File: src/rtl/step_ramp_generator_pkg.sv
// Shared state encoding and default timing constants for the trapezoidal STEP/DIR generator.
package step_ramp_generator_pkg;

  localparam int unsigned CLK_HZ           = 50_000_000;
  localparam int unsigned START_PERIOD     = 500_000;
  localparam int unsigned MIN_PERIOD       = 50_000;
  localparam int unsigned PERIOD_STEP      = 5_000;
  localparam int unsigned PULSE_CYCLES     = 100;
  localparam int unsigned DIR_SETUP_CYCLES = 50;

  typedef enum logic [1:0] {
    S_IDLE  = 2'd0,
    S_SETUP = 2'd1,
    S_RUN   = 2'd2,
    S_DONE  = 2'd3
  } state_t;

endpackage

File: src/rtl/step_pulse_timer.sv
// Generates one STEP window per enable run: high for PULSE_CYCLES, low for the rest of i_period.
// The first window starts on the cycle after i_en rises; dropping i_en clears the timer at once.
module step_pulse_timer #(
  parameter int unsigned PER_W        = 20,
  parameter int unsigned PULSE_CYCLES = 100
) (
  input  logic             i_clk,
  input  logic             i_rst,
  input  logic             i_en,
  input  logic [PER_W-1:0] i_period,
  output logic             o_step_out,
  output logic             o_pulse_end_c,
  output logic             o_end_of_window_c
);

  logic [PER_W-1:0] r_pos;
  logic             r_active;
  logic             r_step;
  logic [PER_W-1:0] w_pos_nxt;

  assign w_pos_nxt         = r_pos + PER_W'(1);
  assign o_end_of_window_c = r_active && (r_pos == (i_period - PER_W'(1)));
  assign o_pulse_end_c     = r_active && (r_pos == PER_W'(PULSE_CYCLES - 1));
  assign o_step_out        = r_step;

  always_ff @(posedge i_clk) begin
    if (i_rst || !i_en) begin
      r_active <= 1'b0;
      r_pos    <= '0;
      r_step   <= 1'b0;
    end else if (!r_active || o_end_of_window_c) begin
      r_active <= 1'b1;
      r_pos    <= '0;
      r_step   <= 1'b1;
    end else begin
      r_pos  <= w_pos_nxt;
      r_step <= (w_pos_nxt < PER_W'(PULSE_CYCLES));
    end
  end

endmodule

File: src/rtl/step_ramp_generator.sv
// Move sequencer for the A4988: DIR setup, then a symmetric accelerate/cruise/decelerate STEP train.
// Accepts one move per start/busy/done handshake; abort finishes any STEP pulse already high.
module step_ramp_generator
  import step_ramp_generator_pkg::*;
#(
  parameter int unsigned START_PERIOD     = step_ramp_generator_pkg::START_PERIOD,
  parameter int unsigned MIN_PERIOD       = step_ramp_generator_pkg::MIN_PERIOD,
  parameter int unsigned PERIOD_STEP      = step_ramp_generator_pkg::PERIOD_STEP,
  parameter int unsigned PULSE_CYCLES     = step_ramp_generator_pkg::PULSE_CYCLES,
  parameter int unsigned DIR_SETUP_CYCLES = step_ramp_generator_pkg::DIR_SETUP_CYCLES,
  parameter int unsigned CNT_W            = 16
) (
  input  logic             i_clk,
  input  logic             i_rst,
  input  logic             i_start,
  input  logic             i_abort,
  input  logic [CNT_W-1:0] i_target_steps,
  input  logic             i_dir_in,
  output logic             o_step_out,
  output logic             o_dir_out,
  output logic             o_busy,
  output logic             o_done,
  output logic [CNT_W-1:0] o_step_count
);

  localparam int unsigned PER_W = $clog2(START_PERIOD + 1);
  localparam int unsigned SET_W = (DIR_SETUP_CYCLES > 1) ? $clog2(DIR_SETUP_CYCLES) : 1;
  localparam logic [PER_W-1:0] P_START = PER_W'(START_PERIOD);
  localparam logic [PER_W-1:0] P_MIN   = PER_W'(MIN_PERIOD);
  localparam logic [PER_W-1:0] P_STEP  = PER_W'(PERIOD_STEP);

  state_t           r_state;
  logic [SET_W-1:0] r_setup_cnt;
  logic [CNT_W-1:0] r_target;
  logic [CNT_W-1:0] r_count;
  logic [CNT_W-1:0] r_accel;
  logic [PER_W-1:0] r_cur_period;
  logic             r_dir;
  logic             r_busy;
  logic             r_done;

  logic             w_step;
  logic             w_pulse_end;
  logic             w_eow;
  logic             w_tmr_en;
  logic [CNT_W-1:0] w_next_count;
  logic [CNT_W-1:0] w_remaining;
  logic             w_last;
  logic             w_abort_exit;
  logic             w_setup_last;

  assign w_next_count = r_count + CNT_W'(1);
  assign w_remaining  = r_target - w_next_count;
  assign w_last       = (w_next_count == r_target);
  assign w_abort_exit = i_abort && (!w_step || w_pulse_end);
  assign w_setup_last = (r_setup_cnt == SET_W'(DIR_SETUP_CYCLES - 1));

  // Timer runs only while the next state is RUN, so no stray pulse starts on exit.
  always_comb begin
    w_tmr_en = 1'b0;
    case (r_state)
      S_SETUP: w_tmr_en = !i_abort && w_setup_last;
      S_RUN:   w_tmr_en = !w_abort_exit && !(w_eow && w_last);
      default: w_tmr_en = 1'b0;
    endcase
  end

  step_pulse_timer #(
    .PER_W       (PER_W),
    .PULSE_CYCLES(PULSE_CYCLES)
  ) u_timer (
    .i_clk            (i_clk),
    .i_rst            (i_rst),
    .i_en             (w_tmr_en),
    .i_period         (r_cur_period),
    .o_step_out       (w_step),
    .o_pulse_end_c    (w_pulse_end),
    .o_end_of_window_c(w_eow)
  );

  always_ff @(posedge i_clk) begin
    if (i_rst) begin
      r_state      <= S_IDLE;
      r_setup_cnt  <= '0;
      r_target     <= '0;
      r_count      <= '0;
      r_accel      <= '0;
      r_cur_period <= P_START;
      r_dir        <= 1'b0;
      r_busy       <= 1'b0;
      r_done       <= 1'b0;
    end else begin
      r_done <= 1'b0;
      case (r_state)
        S_IDLE: begin
          if (i_start && !i_abort) begin
            r_target     <= i_target_steps;
            r_dir        <= i_dir_in;
            r_count      <= '0;
            r_accel      <= '0;
            r_cur_period <= P_START;
            r_setup_cnt  <= '0;
            if (i_target_steps == '0) begin
              r_state <= S_DONE;
              r_done  <= 1'b1;
            end else begin
              r_state <= S_SETUP;
              r_busy  <= 1'b1;
            end
          end
        end
        S_SETUP: begin
          if (i_abort) begin
            r_state <= S_DONE;
            r_done  <= 1'b1;
            r_busy  <= 1'b0;
          end else if (w_setup_last) begin
            r_state <= S_RUN;
          end else begin
            r_setup_cnt <= r_setup_cnt + SET_W'(1);
          end
        end
        S_RUN: begin
          if (w_abort_exit) begin
            if (w_step) r_count <= w_next_count;
            r_state <= S_DONE;
            r_done  <= 1'b1;
            r_busy  <= 1'b0;
          end else if (w_eow) begin
            r_count <= w_next_count;
            if (w_last) begin
              r_state <= S_DONE;
              r_done  <= 1'b1;
              r_busy  <= 1'b0;
            end else if (w_remaining <= r_accel) begin
              // Decelerate mirrors the steps spent accelerating; saturate before adding.
              r_cur_period <= ((P_START - r_cur_period) <= P_STEP) ? P_START : (r_cur_period + P_STEP);
              r_accel      <= r_accel - CNT_W'(1);
            end else if (r_cur_period > P_MIN) begin
              r_cur_period <= ((r_cur_period - P_MIN) <= P_STEP) ? P_MIN : (r_cur_period - P_STEP);
              r_accel      <= r_accel + CNT_W'(1);
            end
          end
        end
        S_DONE:  r_state <= S_IDLE;
        default: r_state <= S_IDLE;
      endcase
    end
  end

  assign o_step_out   = w_step;
  assign o_dir_out    = r_dir;
  assign o_busy       = r_busy;
  assign o_done       = r_done;
  assign o_step_count = r_count;

endmodule

File: config.mk
export PLATFORM = sky130hd
export DESIGN_NAME = step_ramp_generator
export DESIGN_NICKNAME = d
export VERILOG_FILES = /design/src/rtl/step_ramp_generator_pkg.sv /design/src/rtl/step_pulse_timer.sv /design/src/rtl/step_ramp_generator.sv
export SDC_FILE = /design/constraint.sdc
export NUM_CORES = 1
export LEC_CHECK = 0
export BUFFER_PORTS_ARGS = -buffer_cell sky130_fd_sc_hd__buf_2
export CAP_MARGIN = 10
export CORE_MARGIN = 2
export CORE_UTILIZATION = 40
export DETAILED_ROUTE_END_ITERATION = 7
export SYNTH_ARGS = -nofsm -noshare
export SYNTH_HDL_FRONTEND = slang
export SYNTH_SLANG_ARGS = --single-unit
export TNS_END_PERCENT = 50
File: constraint.sdc
create_clock -name i_clk -period 7.6 [get_ports i_clk]
set_input_delay 1.52 -clock i_clk [delete_from_list [all_inputs] [get_ports i_clk]]
set_output_delay 1.52 -clock i_clk [all_outputs]
set_load 0.01 [all_outputs]
-- Word-level counts from Yosys, hierarchy flattened
Index checks and enable logic that the tools add are counted.
- register bits after elaboration: 99
- latch bits: 0
- memory bits (writable): 0
- ROM bits: 0
- bits of input ports: 21
- output and inout port bits: 20
- logic and storage cells: 124
- memories kept: 0
- add/sub/neg operators: 11
- $mul: 0
- divide/modulo/power cells: 0
- $lt $le $gt $ge: 5
- equality and inequality tests: 20
- shifts and indexed selects: 0
- muxes and demuxes: 48
- bitwise operators: 0
- reductions and logical operators: 28
- operator list (cell ; count):
    2-to-1 mux 19 bit ; 8
    2-to-1 mux 16 bit ; 9
    one-hot mux 16 bit (2 select lines) ; 2
    less-or-equal comparator 19 x 13 -> 1 bit, second input constant ; 2
    one-hot mux 19 bit (2 select lines) ; 1
    adder 16 x 1 -> 16 bit, second input constant ; 2
    adder 19 x 1 -> 19 bit, second input constant ; 1
    adder 19 x 13 -> 19 bit, second input constant ; 1
    equality test 19 bit ; 1
    equality test 19 x 7 -> 1 bit, second input constant ; 1
    > comparator 19 x 16 -> 1 bit, second input constant ; 1
    less-than comparator 19 x 7 -> 1 bit, second input constant ; 1
    subtractor 19 x 1 -> 19 bit, second input constant ; 1
    subtractor 19 x 13 -> 19 bit, second input constant ; 1
    subtractor 19 x 16 -> 19 bit, second input constant ; 1
    subtractor 19 bit, first input constant ; 1
    2-to-1 mux 6 bit ; 3
    equality test 16 bit ; 1
    less-or-equal comparator 16 bit ; 1
    logical NOT 16 bit ; 1
    subtractor 16 x 1 -> 16 bit, second input constant ; 1
    subtractor 16 bit ; 1
    2-to-1 mux 2 bit ; 7
    != test 2 bit, second input constant ; 7
    22 further kinds ; 56

-- Longest topological paths before layout
- word-level depth: 10
- gate-level depth with buffers: 30
- mapped depth without buffers: 28

-- Modules after synthesis
From an unflattened synthesis, not the netlist that was laid out.
- cell total of the unflattened synthesis: 1149
- area, all modules: 8817.2 µm²
- by module, submodules not included (module ; instances ; cells each ; area each (µm²) ; seq. area each (µm²)):
    step_ramp_generator ; 1 ; 882 ; 6747.7 ; 1501.4
    step_pulse_timer ; 1 ; 267 ; 2069.5 ; 420.4

-- Worst setup path after synthesis
Ideal clock, no wire load.
- path kind: reg2reg
- start: register r_count[0], in the netlist o_step_count[0]
- end: register r_accel[15]
- library setup time: 0.074 ns
- arrival time: 6.447 ns
- required time: 7.526 ns
- slack: 1.079 ns
- cell stages (with the launch flop): 29
- path buffers: 1
- clock period less this slack: 6.521 ns
- path through: dfxtp_1 -> ha_1 -> nand3_1 -> nor2_1 -> nand3_1 -> nor2_1 -> xnor2_1 -> ha_1 -> nand3_1 -> a311oi_1 -> nor3_1 -> o41ai_1 -> a21oi_1 -> xnor2_1 -> ha_1 -> nand4_1 -> or4_1 -> o31ai_2 -> clkbuf_1 -> ha_1 -> o21ai_0 -> o21a_1 -> o41ai_1 -> a21oi_1 -> nor3_1 -> nor3_1 -> xnor2_1 -> or3_1 -> o21ai_0
- longest elaborated chain between the ends: 8
- elaborated cells on any way between the ends: 12
- classes of those cells: add/sub: 2; order compare: 1; eq/ne: 3; mux: 5; reduce/logical: 1
- RTL lines (element ; RTL line ; source):
    start, declared ; step_ramp_generator.sv:35 ; logic [CNT_W-1:0] r_count;
    start signal, assigned ; step_ramp_generator.sv:125 ; if (w_step) r_count <= w_next_count;
    start signal, assigned ; step_ramp_generator.sv:130 ; r_count <= w_next_count;
    adder 16 x 1 -> 16 bit * ; step_ramp_generator.sv:52 ; assign w_next_count = r_count + CNT_W'(1);
    subtractor 16 bit ; step_ramp_generator.sv:53 ; assign w_remaining = r_target - w_next_count;
    less-or-equal comparator 16 bit ; step_ramp_generator.sv:135 ; end else if (w_remaining <= r_accel) begin
    2-to-1 mux 16 bit ; step_ramp_generator.sv:135 ;
    2-to-1 mux 16 bit ; step_ramp_generator.sv:131 ; if (w_last) begin
    2-to-1 mux 16 bit ; step_ramp_generator.sv:129 ; end else if (w_eow) begin
    2-to-1 mux 16 bit ; step_ramp_generator.sv:124 ; if (w_abort_exit) begin
    one-hot mux 16 bit (2 select lines) ; step_ramp_generator.sv:94 ; case (r_state)
    end signal, assigned ; step_ramp_generator.sv:138 ; r_accel <= r_accel - CNT_W'(1);
    end signal, assigned ; step_ramp_generator.sv:141 ; r_accel <= r_accel + CNT_W'(1);
    end, declared ; step_ramp_generator.sv:36 ; logic [CNT_W-1:0] r_accel;
Every way passes the cells marked *; elsewhere a longest branch is shown, timed or not. The select of a mux whose other input is x is not followed.
A chain may end at the register's enable or synchronous reset.

-- Worst setup path in the final report
- start: register r_count[0], in the netlist o_step_count[0]
- end: register r_cur_period[15]
- longest elaborated chain between the ends: 8
- elaborated cells on any way between the ends: 12
- classes of those cells: add/sub: 2; order compare: 1; eq/ne: 3; mux: 5; reduce/logical: 1
- RTL lines (element ; RTL line ; source):
    adder 16 x 1 -> 16 bit * ; step_ramp_generator.sv:52 ;
    subtractor 16 bit ; step_ramp_generator.sv:53 ;
    less-or-equal comparator 16 bit ; step_ramp_generator.sv:135 ;
    2-to-1 mux 19 bit ; step_ramp_generator.sv:135 ;
    2-to-1 mux 19 bit ; step_ramp_generator.sv:131 ;
    2-to-1 mux 19 bit ; step_ramp_generator.sv:129 ;
    2-to-1 mux 19 bit ; step_ramp_generator.sv:124 ;
    one-hot mux 19 bit (2 select lines) ; step_ramp_generator.sv:94 ;
    end signal, assigned ; step_ramp_generator.sv:137 ; r_cur_period <= ((P_START - r_cur_period) <= P_STEP) ? P_START : (r_cur_period + P_STEP);
    end signal, assigned ; step_ramp_generator.sv:140 ; r_cur_period <= ((r_cur_period - P_MIN) <= P_STEP) ? P_MIN : (r_cur_period - P_STEP);
    end, declared ; step_ramp_generator.sv:37 ; logic [PER_W-1:0] r_cur_period;
Marks and branches as above.

==> flow_summary.toml <==
[setup_path]
worst_ep_required_time_ns = 7.85
cp_num_cells = 24
crit_chain = "ha_1 > nand3_1 > nor2_1 > nand3_1 > nor2_1 > xnor2_1 > ha_1 > nand3_1 > a311oi_1 > nor3_1 > o41ai_1 > a21oi_1 > xnor2_1 > ha_1 > nand4_1 > or2_2 > a211oi_2 > o31ai_4 > inv_1 > buf_4 > a211oi_1 > a31oi_2 > nand2_1 > o22a_1"
timing.critical_path.slowest_stage_cell = "sky130_fd_sc_hd__a31oi_2"
worst_setup_path_end_kind = "flop"
reg2reg_to = "r_cur_period[15]"
regToRegStartpoint = "o_step_count[0]"
cp_top_delay_family = "compound AO/OA/AOI/OAI gates"
critical_path.startpoint = "o_step_count[0]"
ff2ff_path_depth = 24
startpoint_types = "flop"
crit_path_max_fanout = 31
timing_worst_setup_path_type = "flop to flop"
reg2reg_setup_slack_ns = 0.81
crit_arrival_ns = 7.04
critical_path.max_stage_delay_ns = 0.87
worst-path-buf-inv = 2
worst_setup_path_endpoint = "r_cur_period[15]"

[finish]
post-route-util_pct = 44.1
layout_cell_share_with_drive_strength_beyond_1_pct = 9.04
multiInputGateArea_um2 = 5950
nets = 1203
nFillCells = 2100
seqCellArea_um2 = 1920
antennaDiodeCount = 0
areaGrowthSynthToFinish_pct = 7.63

[sta]
worst_pin_slew_ns = 1.10
setup_violations = 0
finalSetupTns_ns = 0
period_share_pct = 89.3
timing.final.max_slew_violations = 0
final_period_minus_worst_setup_slack_ns = 6.79
fmax_mhz = 147
grt_setup_unrepaired = "false"
maxSlewHeadroom_pct = 26.7
timing_hold_violations_final = 0
fin_worst_skew_ns = 0.0120

[hold_path]
min-delay-path-class = "flop to flop"
timing.hold.worst.start = "o_dir_out"

[clock_tree]
cts-buffers-inserted = 9
worstSkewPairLatency_ns = 0.36
tritoncts_num_sinks = 96
cts_tree = "built"
ctsRootBufferMaster = "sky130_fd_sc_hd__clkbuf_16"
htree_levels = 3
clk_path_buf_depth = 2
clk_transition_reported_paths_ns = 0.08
cts_hold_buf = 0
postCtsSetupBuffers = 0
cts_resized = 0

[drt]
detail_route.first_pass.iterations = 5
vias_per_cell = 5.82
wire_per_inst_um = 16.8
drt_first_iter_violations = 482
route.antenna.remaining_nets = 0
drc_errors = 0
drt_wl_total_um = 23300
detailroute.via_count = 8075

[synthesis]
yosys_register_bits = 96
mappedNetlistArea_um2 = 8310
area_fraction_in_compound_gates_after_synthesis_pct = 21.9
synth.net_count = 1215
portion_of_the_post_synthesis_area_used_by_sequential_elements_pct = 23.1
synth_edf_count = 0
post_synth_xor_area_fraction_pct = 9.69
postSynth.asyncResetShare_pct = 0
synth_simple_gate_area_share_pct = 28.1
syn_area_per_cell_um2 = 7.40
postSynth.topFlopCell = "sky130_fd_sc_hd__dfxtp_1"
netlist_instances = 1124
largest_family_of_logic_cells_by_synthesized_area = "simple AND/OR/NAND/NOR gates"
number_of_distinct_library_cell_variants_in_the_gate_level_netlist_after_synthesis = 84
synth.area.mux_share_pct = 0.602
post_synth_fa_ha_maj_area_fraction_pct = 10.7
synth_warnings = 0

[floorplanning]
ios = 41
initial_core_util_pct = 41.0
die-width_um = 148
die_h_um = 148
floorplan.die_area_um2 = 22000
placement_rows = 52
core_um2 = 20300

[grt]
grt_start_max_net_pins = 39
grtUsageTotal_pct = 21.3
grt_antenna_before_repair = 0
via_count_of_the_first_global_routing_pass = 7441
wire_length_of_the_first_global_routing_pass_um = 38600
grt_overflow = 0

[outcome]
outcome = "finished clean"

[power]
worst_ir_drop_vdd_mv = 0.101
powerDensity_nw_per_um2 = 189
total_leakage_power_nw = 3.30

[job]
timing.max_cap.violations = 0

[placed_design]
hpwl_um = 17400
finalWeightedCongestion = 0.869
port_buffers = 40
[final cells by class]
type	instances	share of cell area, %
multi-input combinational	908	66.5
timing repair buffer	49	2.99
clock inverter	7	0.769
tap	270	3.78
sequential	96	21.5
inverter	48	2.01
clock buffer	9	2.52
[registers in the layout (all words and copies together) (netlist names), 2 cells and up]
name           count
r_state            2
u_timer.r_pos     19
r_setup_cnt        6
r_accel           16
o_step_count      16
r_target          16
r_cur_period      16
[cell usage after synthesis (all sizes together) (12+ instances only)]
master | instances | area [um2]
nand4 | 30 | 194
xor2 | 34 | 298
dfxtp | 96 | 1920
inv | 48 | 180
buf | 20 | 111
a21o | 14 | 105
nor2b | 13 | 81.3
a21oi | 99 | 495
nor3 | 44 | 231
or4 | 12 | 93.8
a31oi | 12 | 75.1
nor2 | 108 | 418
o21ai | 53 | 269
ha | 68 | 851
xnor2 | 58 | 508
nand3 | 51 | 260
clkbuf | 52 | 195
nand2 | 115 | 442
a211oi | 12 | 103
or3 | 14 | 87.6
[metal layers]
| metal | up-vias | share of wire, % | global-route usage (%) |
|---|---|---|---|
| met4 | 0 | 1.7 | 6.10 |
| met1 | 3763 | 49 | 30.7 |
| met2 | 252 | 43 | 33.0 |
| met3 | 32 | 6.0 | 3.07 |
| met5 | - | 0 | 0 |
| li1 | 4028 | - | - |
[worst min-delay path by stage]
stage	to	slack, ns	cells past startpoint
finish	o_dir_out	0.46	2
global route	r_target[0]	0.47	2
CTS	r_target[0]	0.47	2
detailed placement	r_target[0]	0.45	2
global placement	o_dir_out	0.44	2
floorplan	r_target[0]	0.44	2
[power breakdown]
part	internal, mW	switching, mW
logic	0.264	0.421
registers	0.517	0.0174
clock network	0.234	0.238
total	1.02	0.677
[stage by stage]
stage               instance area (um2)  cells  power [mW]  setup WS [ns]  hold WS, ns
global placement                   8630   1371        1.22          0.893        0.444
finish                             8950   1387        1.69          0.813        0.458
global route                       8950   1387        1.81         0.0292        0.472
floorplan                          8310   1124        1.06           1.08        0.436
CTS                                8930   1387        1.69          0.661        0.465
detailed placement                 8630   1371        1.22          0.717        0.455
[cell families after synthesis]
kind of cell / count (synthesis)
AOI/OAI and AO/OA: 283
xor gates and xnor gates: 92
adders and majority gates: 70
buffers and inverters: 120
DFF: 96
muxes: 5
and+or+nand+nor: 458
[tightest hold or removal path, delay by kind of cell (launching register included)]
| family | cells | cell delay [ns] |
|---|---|---|
| AOI/OAI and AO/OA | 1 | 0.05 |
| DFF | 1 | 0.31 |
| and+or+nand+nor | 1 | 0.05 |
[layout by cell type, fill, tap and decap left out, types with 4 or more instances in the layout]
cell                        synthesis  routed
sky130_fd_sc_hd__a211oi_1          11      10
sky130_fd_sc_hd__a21o_1            14      14
sky130_fd_sc_hd__a21oi_1           99      99
sky130_fd_sc_hd__a22oi_1            4       4
sky130_fd_sc_hd__a31oi_1           12      10
sky130_fd_sc_hd__and2_1             9       9
sky130_fd_sc_hd__and3_1            10      10
sky130_fd_sc_hd__buf_2             11      40
sky130_fd_sc_hd__buf_4              0       9
sky130_fd_sc_hd__clkbuf_16          0       9
sky130_fd_sc_hd__dfxtp_1           96      96
sky130_fd_sc_hd__ha_1              68      68
sky130_fd_sc_hd__inv_1             48      48
sky130_fd_sc_hd__mux2i_1            5       5
sky130_fd_sc_hd__nand2_1          113     113
sky130_fd_sc_hd__nand2b_1          11      11
sky130_fd_sc_hd__nand3_1           50      50
sky130_fd_sc_hd__nand4_1           29      29
sky130_fd_sc_hd__nor2_1           103     103
sky130_fd_sc_hd__nor2_2             5       5
sky130_fd_sc_hd__nor2b_1           13      13
sky130_fd_sc_hd__nor3_1            43      43
sky130_fd_sc_hd__nor3b_1            4       4
sky130_fd_sc_hd__nor4_1             9       9
sky130_fd_sc_hd__nor4b_1            4       4
sky130_fd_sc_hd__o2111ai_1          5       5
sky130_fd_sc_hd__o211ai_1          10      10
sky130_fd_sc_hd__o21a_1            10      10
sky130_fd_sc_hd__o21ai_0           51      51
sky130_fd_sc_hd__o22ai_1           10      10
sky130_fd_sc_hd__o31ai_1            7       7
sky130_fd_sc_hd__o32ai_1            4       4
sky130_fd_sc_hd__o41ai_1            6       4
sky130_fd_sc_hd__or2_2              8       8
sky130_fd_sc_hd__or3_1             14      14
sky130_fd_sc_hd__or4_1             11      11
sky130_fd_sc_hd__xnor2_1           58      58
sky130_fd_sc_hd__xor2_1            34      34
Power figures use the tool's default switching activity.
